`src/rtl/pe_result_drain.sv`:
```
// ---------------------------------------------------------------------------
// pe_result_drain
//
// Purpose:
//   Captures the accumulator result of every PE in a DIMENSION x DIMENSION
//   systolic array as that PE pulses its finish flag, then streams the
//   captured results out in row-major order over a valid/ready interface.
//   Each result is requantized to R_BITS: arithmetic shift right by
//   (I_BITS-1), then saturation to the signed R_BITS range.
//   Capture of the next matrix overlaps the drain per element: once an
//   element has been accepted downstream (or in the very cycle it is
//   accepted) its slot can take a new result, so the array never stalls.
//
// Ports:
//   i_clock    clock, rising edge
//   i_reset    asynchronous active-high reset
//   i_c        flattened accumulators, PE idx=r*DIMENSION+c at
//              [idx*O_BITS +: O_BITS]
//   i_finish   per-PE finish pulse (i_c slice is final while high)
//   i_ready    downstream accepts o_data this cycle
//   o_data     requantized result
//   o_valid    o_data valid (high throughout DRAIN)
//   o_row      row of o_data
//   o_col      column of o_data
//   o_last     o_valid on element N-1
//   o_busy     high while draining
//   o_overrun  sticky: a finish arrived for a slot still holding an
//              undrained result (the new value was discarded)
// ---------------------------------------------------------------------------
module pe_result_drain #(
  parameter int DIMENSION = 4,
  parameter int I_BITS    = 8,
  parameter int O_BITS    = (I_BITS * 2) + $clog2(DIMENSION),
  parameter int R_BITS    = 8
) (
  input  logic                                    i_clock,
  input  logic                                    i_reset,
  input  logic [DIMENSION*DIMENSION*O_BITS-1:0]   i_c,
  input  logic [DIMENSION*DIMENSION-1:0]          i_finish,
  input  logic                                    i_ready,
  output logic [R_BITS-1:0]                       o_data,
  output logic                                    o_valid,
  output logic [$clog2(DIMENSION)-1:0]            o_row,
  output logic [$clog2(DIMENSION)-1:0]            o_col,
  output logic                                    o_last,
  output logic                                    o_busy,
  output logic                                    o_overrun
);

  localparam int N     = DIMENSION * DIMENSION;
  localparam int PTR_W = $clog2(N);
  localparam int RC_W  = $clog2(DIMENSION);
  localparam int SHIFT = I_BITS - 1;

  typedef enum logic {
    S_COLLECT = 1'b0,
    S_DRAIN   = 1'b1
  } state_t;

  state_t            r_state;
  logic [PTR_W-1:0]  r_ptr;
  logic [O_BITS-1:0] r_bank [N];
  logic [N-1:0]      r_flag;
  logic              r_overrun;

  logic              w_drain;
  logic              w_accept;
  logic [N-1:0]      w_accept_vec;
  logic [N-1:0]      w_capture;
  logic [N-1:0]      w_flag_next;
  logic [N-1:0]      w_overrun_vec;

  assign w_drain  = (r_state == S_DRAIN);
  assign w_accept = w_drain & i_ready;

  // Per-element capture decision. A slot accepts a new value when it is
  // empty, or when its current value leaves downstream in this same cycle.
  generate
    for (genvar gi = 0; gi < N; gi++) begin : g_elem
      assign w_accept_vec[gi]  = w_accept && (r_ptr == PTR_W'(gi));
      assign w_capture[gi]     = i_finish[gi] & (~r_flag[gi] | w_accept_vec[gi]);
      assign w_flag_next[gi]   = w_capture[gi] | (r_flag[gi] & ~w_accept_vec[gi]);
      assign w_overrun_vec[gi] = i_finish[gi] & r_flag[gi] & ~w_accept_vec[gi];
    end
  endgenerate

  // Capture bank and occupancy flags
  always_ff @(posedge i_clock or posedge i_reset) begin
    if (i_reset) begin
      for (int i = 0; i < N; i++) begin
        r_bank[i] <= '0;
      end
      r_flag <= '0;
    end else begin
      for (int i = 0; i < N; i++) begin
        if (w_capture[i]) begin
          r_bank[i] <= i_c[i*O_BITS +: O_BITS];
        end
      end
      r_flag <= w_flag_next;
    end
  end

  // Collect/drain sequencing, read pointer and sticky overrun
  always_ff @(posedge i_clock or posedge i_reset) begin
    if (i_reset) begin
      r_state   <= S_COLLECT;
      r_ptr     <= '0;
      r_overrun <= 1'b0;
    end else begin
      if (|w_overrun_vec) begin
        r_overrun <= 1'b1;
      end
      case (r_state)
        S_COLLECT: begin
          // Uses the registered flags, so the drain starts one edge after
          // the last capture and never on a partially written bank.
          if (&r_flag) begin
            r_state <= S_DRAIN;
            r_ptr   <= '0;
          end
        end
        S_DRAIN: begin
          if (i_ready) begin
            if (r_ptr == PTR_W'(N - 1)) begin
              r_ptr   <= '0;
              r_state <= S_COLLECT;
            end else begin
              r_ptr <= r_ptr + PTR_W'(1);
            end
          end
        end
        default: begin
          r_state <= S_COLLECT;
        end
      endcase
    end
  end

  // Requantization of the element under the read pointer
  logic signed [O_BITS-1:0] w_sel;
  logic signed [O_BITS-1:0] w_shifted;
  logic [O_BITS-R_BITS:0]   w_upper;
  logic                     w_in_range;
  logic [R_BITS-1:0]        w_quant;

  assign w_sel     = r_bank[r_ptr];
  assign w_shifted = w_sel >>> SHIFT;
  // The value fits in R_BITS when every bit from the R_BITS sign position
  // upward is a copy of the sign.
  assign w_upper    = w_shifted[O_BITS-1:R_BITS-1];
  assign w_in_range = (&w_upper) | ~(|w_upper);
  assign w_quant    = w_in_range        ? w_shifted[R_BITS-1:0] :
                      w_shifted[O_BITS-1] ? {1'b1, {(R_BITS-1){1'b0}}} :
                                            {1'b0, {(R_BITS-1){1'b1}}};

  assign o_valid   = w_drain;
  assign o_busy    = w_drain;
  assign o_data    = w_drain ? w_quant : '0;
  assign o_row     = RC_W'(r_ptr / PTR_W'(DIMENSION));
  assign o_col     = RC_W'(r_ptr % PTR_W'(DIMENSION));
  assign o_last    = w_drain && (r_ptr == PTR_W'(N - 1));
  assign o_overrun = r_overrun;

endmodule
```
`config.mk`:
```
export PLATFORM = sky130hd
export DESIGN_NAME = pe_result_drain
export DESIGN_NICKNAME = d
export VERILOG_FILES = /design/src/rtl/pe_result_drain.sv
export SDC_FILE = /design/constraint.sdc
export NUM_CORES = 1
export LEC_CHECK = 0
export BUFFER_PORTS_ARGS = -buffer_cell sky130_fd_sc_hd__buf_2
export CORE_MARGIN = 2
export CORE_UTILIZATION = 45
export CTS_BUF_LIST = sky130_fd_sc_hd__clkbuf_8
export DETAILED_ROUTE_END_ITERATION = 8
export PLACE_DENSITY_LB_ADDON = 0.2
export SYNTH_ARGS = -nofsm -noshare
export SYNTH_HDL_FRONTEND = slang
export SYNTH_SLANG_ARGS = --single-unit
```
`constraint.sdc`:
```
create_clock -name i_clock -period 9.75 [get_ports i_clock]
set_clock_uncertainty 0.15 [all_clocks]
set_input_delay 1.95 -clock i_clock [delete_from_list [all_inputs] [get_ports i_clock]]
set_output_delay 1.95 -clock i_clock [all_outputs]
set_load 0.02 [all_outputs]
```
==> flow_metrics.py <==
metrics = {
    "yosys": {
        "synth_flop_cell": "dfrtp_1",
        "yosysUniqueCellTypes": 48,
        "async_flop_share_pct": 100.0,
        "synthesis.area_sq_um": 9330,
        "seq_area_frac_synth_pct": 53.10,
        "synth_fp_nets": 920,
        "synth_edf_count": 0,
        "synth-seq-cells": 198,
        "yosysWarningCount": 0,
        "avgSynthCellArea_sq_um": 15.32,
        "synth_cells": 609,
    },
    "floorplanning": {
        "num_rows": 52,
        "dieWidth_um": 148.0,
        "coreArea_sq_um": 20300,
        "ios": 323,
        "die_h_um": 148.0,
        "dieArea_sq_um": 21900,
        "start_util_pct": 45.96,
    },
    "power_and_ir_drop": {
        "seqPwrFrac_pct": 41.8,
        "power_per_cell_area_nw_per_um2": 314.1,
        "p_leak_nw": 5.088,
        "power_frac_comb_pct": 42.7,
        "switching_share_pct": 34.81,
        "p_sw_mw": 1.196,
        "internal-power_mw": 2.240,
        "irDropWorstVdd_mv": 0.1391,
        "power_mw": 3.437,
        "clock_power_share_pct": 15.6,
    },
    "run": {
        "maxCapViolCount": 0,
    },
    "clock_tree": {
        "cts_htree_levels": 4,
        "insertion_delay_ns": 0.47,
        "cts.sinks": 198,
        "cts_setup_buffers": 0,
        "cts_buffers": 17,
        "clockBufferDepth": 2,
        "root_buffer": "clkbuf_8",
        "ctsHoldBuffers": 0,
        "cts_tree": "yes",
        "path_clk_slew_ns": 0.10,
        "cts_resized": 0,
    },
    "route": {
        "vias": 6010,
        "drc_errors": 0,
        "post_drt_wl_per_cell_um": 21.44,
        "wl_mm": 23.45,
        "drt-pass1-iter-count": 4,
        "ant_nets": 0,
        "routed_via_density": 5.494,
        "drt_iter0_drc": 360,
    },
    "placement": {
        "gp_congestion": 0.9099,
        "portBuffers": 210,
        "hpwlAfterDp_mm": 17.28,
    },
    "worst_setup_path": {
        "slowest_delay_ns": 0.84,
        "cp.arrival_ns": 3.97,
        "cpLargestDelayFamily": "compound AO/OA/AOI/OAI gates",
        "cp_num_buf_inv": 2,
        "required_ns": 7.65,
        "crit_path_cell_trace": "buf_4 -> mux4_1 -> a22oi_1 -> nand3_2 -> and3_4 -> a21oi_2 -> o21a_1 -> buf_2",
        "crit_fanout": 32,
        "worstSetupPathType": "reg2out",
        "cp_slowest_cell": "dfrtp_2",
        "worstSetupEndpointType": "output port",
        "start_kind": "flip-flop",
    },
    "grt": {
        "gr-max-usage-layer": "met2",
        "grtUsageMet2_pct": 38.52,
        "use_met3_pct": 5.895,
        "first_global_vias": 6579,
        "gr-usage-met1_pct": 28.37,
        "grt_max_degree": 115,
        "grt_pass1_wl_mm": 36.86,
        "track_usage_pct": 22.36,
        "antenna_found_initial": 3,
        "overflow": 0,
    },
    "finish": {
        "area_growth_pct": 17.27,
        "nFillCells": 1761,
        "layout-drive-gt1-share_pct": 53.71,
        "final_common_cell": "buf_2",
        "final_cell_mix": "buf_2 (210), dfrtp_1 (196), mux2_2 (169)",
        "layout.nets": 1119,
    },
    "run_status": {
        "status": "complete, no violations",
    },
    "timing": {
        "fmax_mhz": 164.7,
        "min_period_over_period_pct": 62.27,
        "setup_viol": 0,
        "slew_headroom_pct": 26.28,
        "tightest_slew_ns": 1.106,
        "hold_viol_final": 0,
        "rsz0062_at_grt": "false",
        "slew_violations": 0,
        "fin_tns_setup_ns": 0,
        "period_minus_slack_ns": 6.071,
    },
    "min_path": {
        "hp-class": "reg2reg",
    },
}
[worst paths after layout]
| check | startpoint | end | slack [ns] | cells after the start |
|---|---|---|---|---|
| min | r_bank[247] | r_bank[247] | 0.34 | 1 |
| max reg2reg | r_ptr[0] | r_bank[12] | 6.23 | 6 |
| max | r_ptr[0] | o_data[5] | 3.68 | 8 |
| min in group asynchronous | i_reset | r_bank[283] | 1.48 | 2 |
| min reg2reg | r_bank[247] | r_bank[247] | 0.34 | 1 |
| max in group asynchronous | i_reset | r_bank[120] | 6.30 | 3 |
[kinds of logic after synthesis]
logic type      Yosys count  share of synthesized area, %
mux                     227                         35.15
flops                   198                         53.10
simple gates            102                         5.847
buf+inv                  42                         2.669
compound gates           35                         2.602
fa+ha+maj                 4                        0.5364
xor+xnor                  1                       0.09389
[power by group through the flow]
| stage | Sequential (mW) | Combinational, mW | Clock, mW |
|---|---|---|---|
| 2_1_floorplan | 1.33 | 1.17 | 0 |
| 3_3_place_gp | 1.42 | 1.46 | 0 |
| 5_1_grt | 1.49 | 1.58 | 0.589 |
| 6_report | 1.44 | 1.47 | 0.534 |
| 3_5_place_dp | 1.45 | 1.49 | 0 |
| 4_1_cts | 1.43 | 1.50 | 0.551 |
[metrics by stage]
stage / setup slack, ns / util (%) / cell area [sq um] / std cells / hold slack, ns
final: 3.679 / 53.90 / 10940 / 1094 / 0.3433
after floorplan: 2.253 / - / 9330 / 609 / 0.3055
after detailed placement: 4.145 / 51.90 / 10540 / 1059 / 0.3258
after global placement: 4.171 / 51.90 / 10540 / 1059 / 0.3172
after global routing: 3.441 / 53.86 / 10930 / 1091 / 0.3666
after CTS: 3.615 / 53.86 / 10930 / 1091 / 0.3493
[area by class of cell]
class | instances | area (sq um) | area share, %
clock buffer | 18 | 247.7 | 2.264
timing repair buffer | 213 | 1074 | 9.811
tap | 270 | 337.8 | 3.087
multi-input combinational | 369 | 4126 | 37.71
clock inverter | 14 | 150.1 | 1.372
sequential | 198 | 4957 | 45.31
antenna | 3 | 7.507 | 0.06861
inverter | 9 | 41.29 | 0.3774
[Yosys cell counts, types with 7 or more instances]
library cell | instances | area (sq um)
mux2_2 | 169 | 1903
nand3_1 | 13 | 65.06
mux4_1 | 39 | 1025
inv_1 | 9 | 33.78
o21a_1 | 7 | 52.55
mux4_2 | 11 | 247.7
mux2_1 | 7 | 78.83
clkbuf_1 | 14 | 52.55
nor2_1 | 9 | 33.78
nand2b_1 | 13 | 81.33
dfrtp_1 | 198 | 4955
nand2_1 | 42 | 157.7
[flip-flops by register name (all words and copies together) (netlist names)]
signal,count
o_busy,1
r_flag,16
r_ptr,4
r_bank,176
o_overrun,1
[per-layer routing]
metal / share of wire (%) / wire length, um / up-vias
met2: 52 / 12120 / 174
met1: 41 / 9637 / 3125
met5: 0.047 / 11 / -
met3: 6.0 / 1411 / 24
met4: 1.2 / 273 / 2
li1: - / - / 2685
No activity file was read; power rests on OpenSTA's default activity.
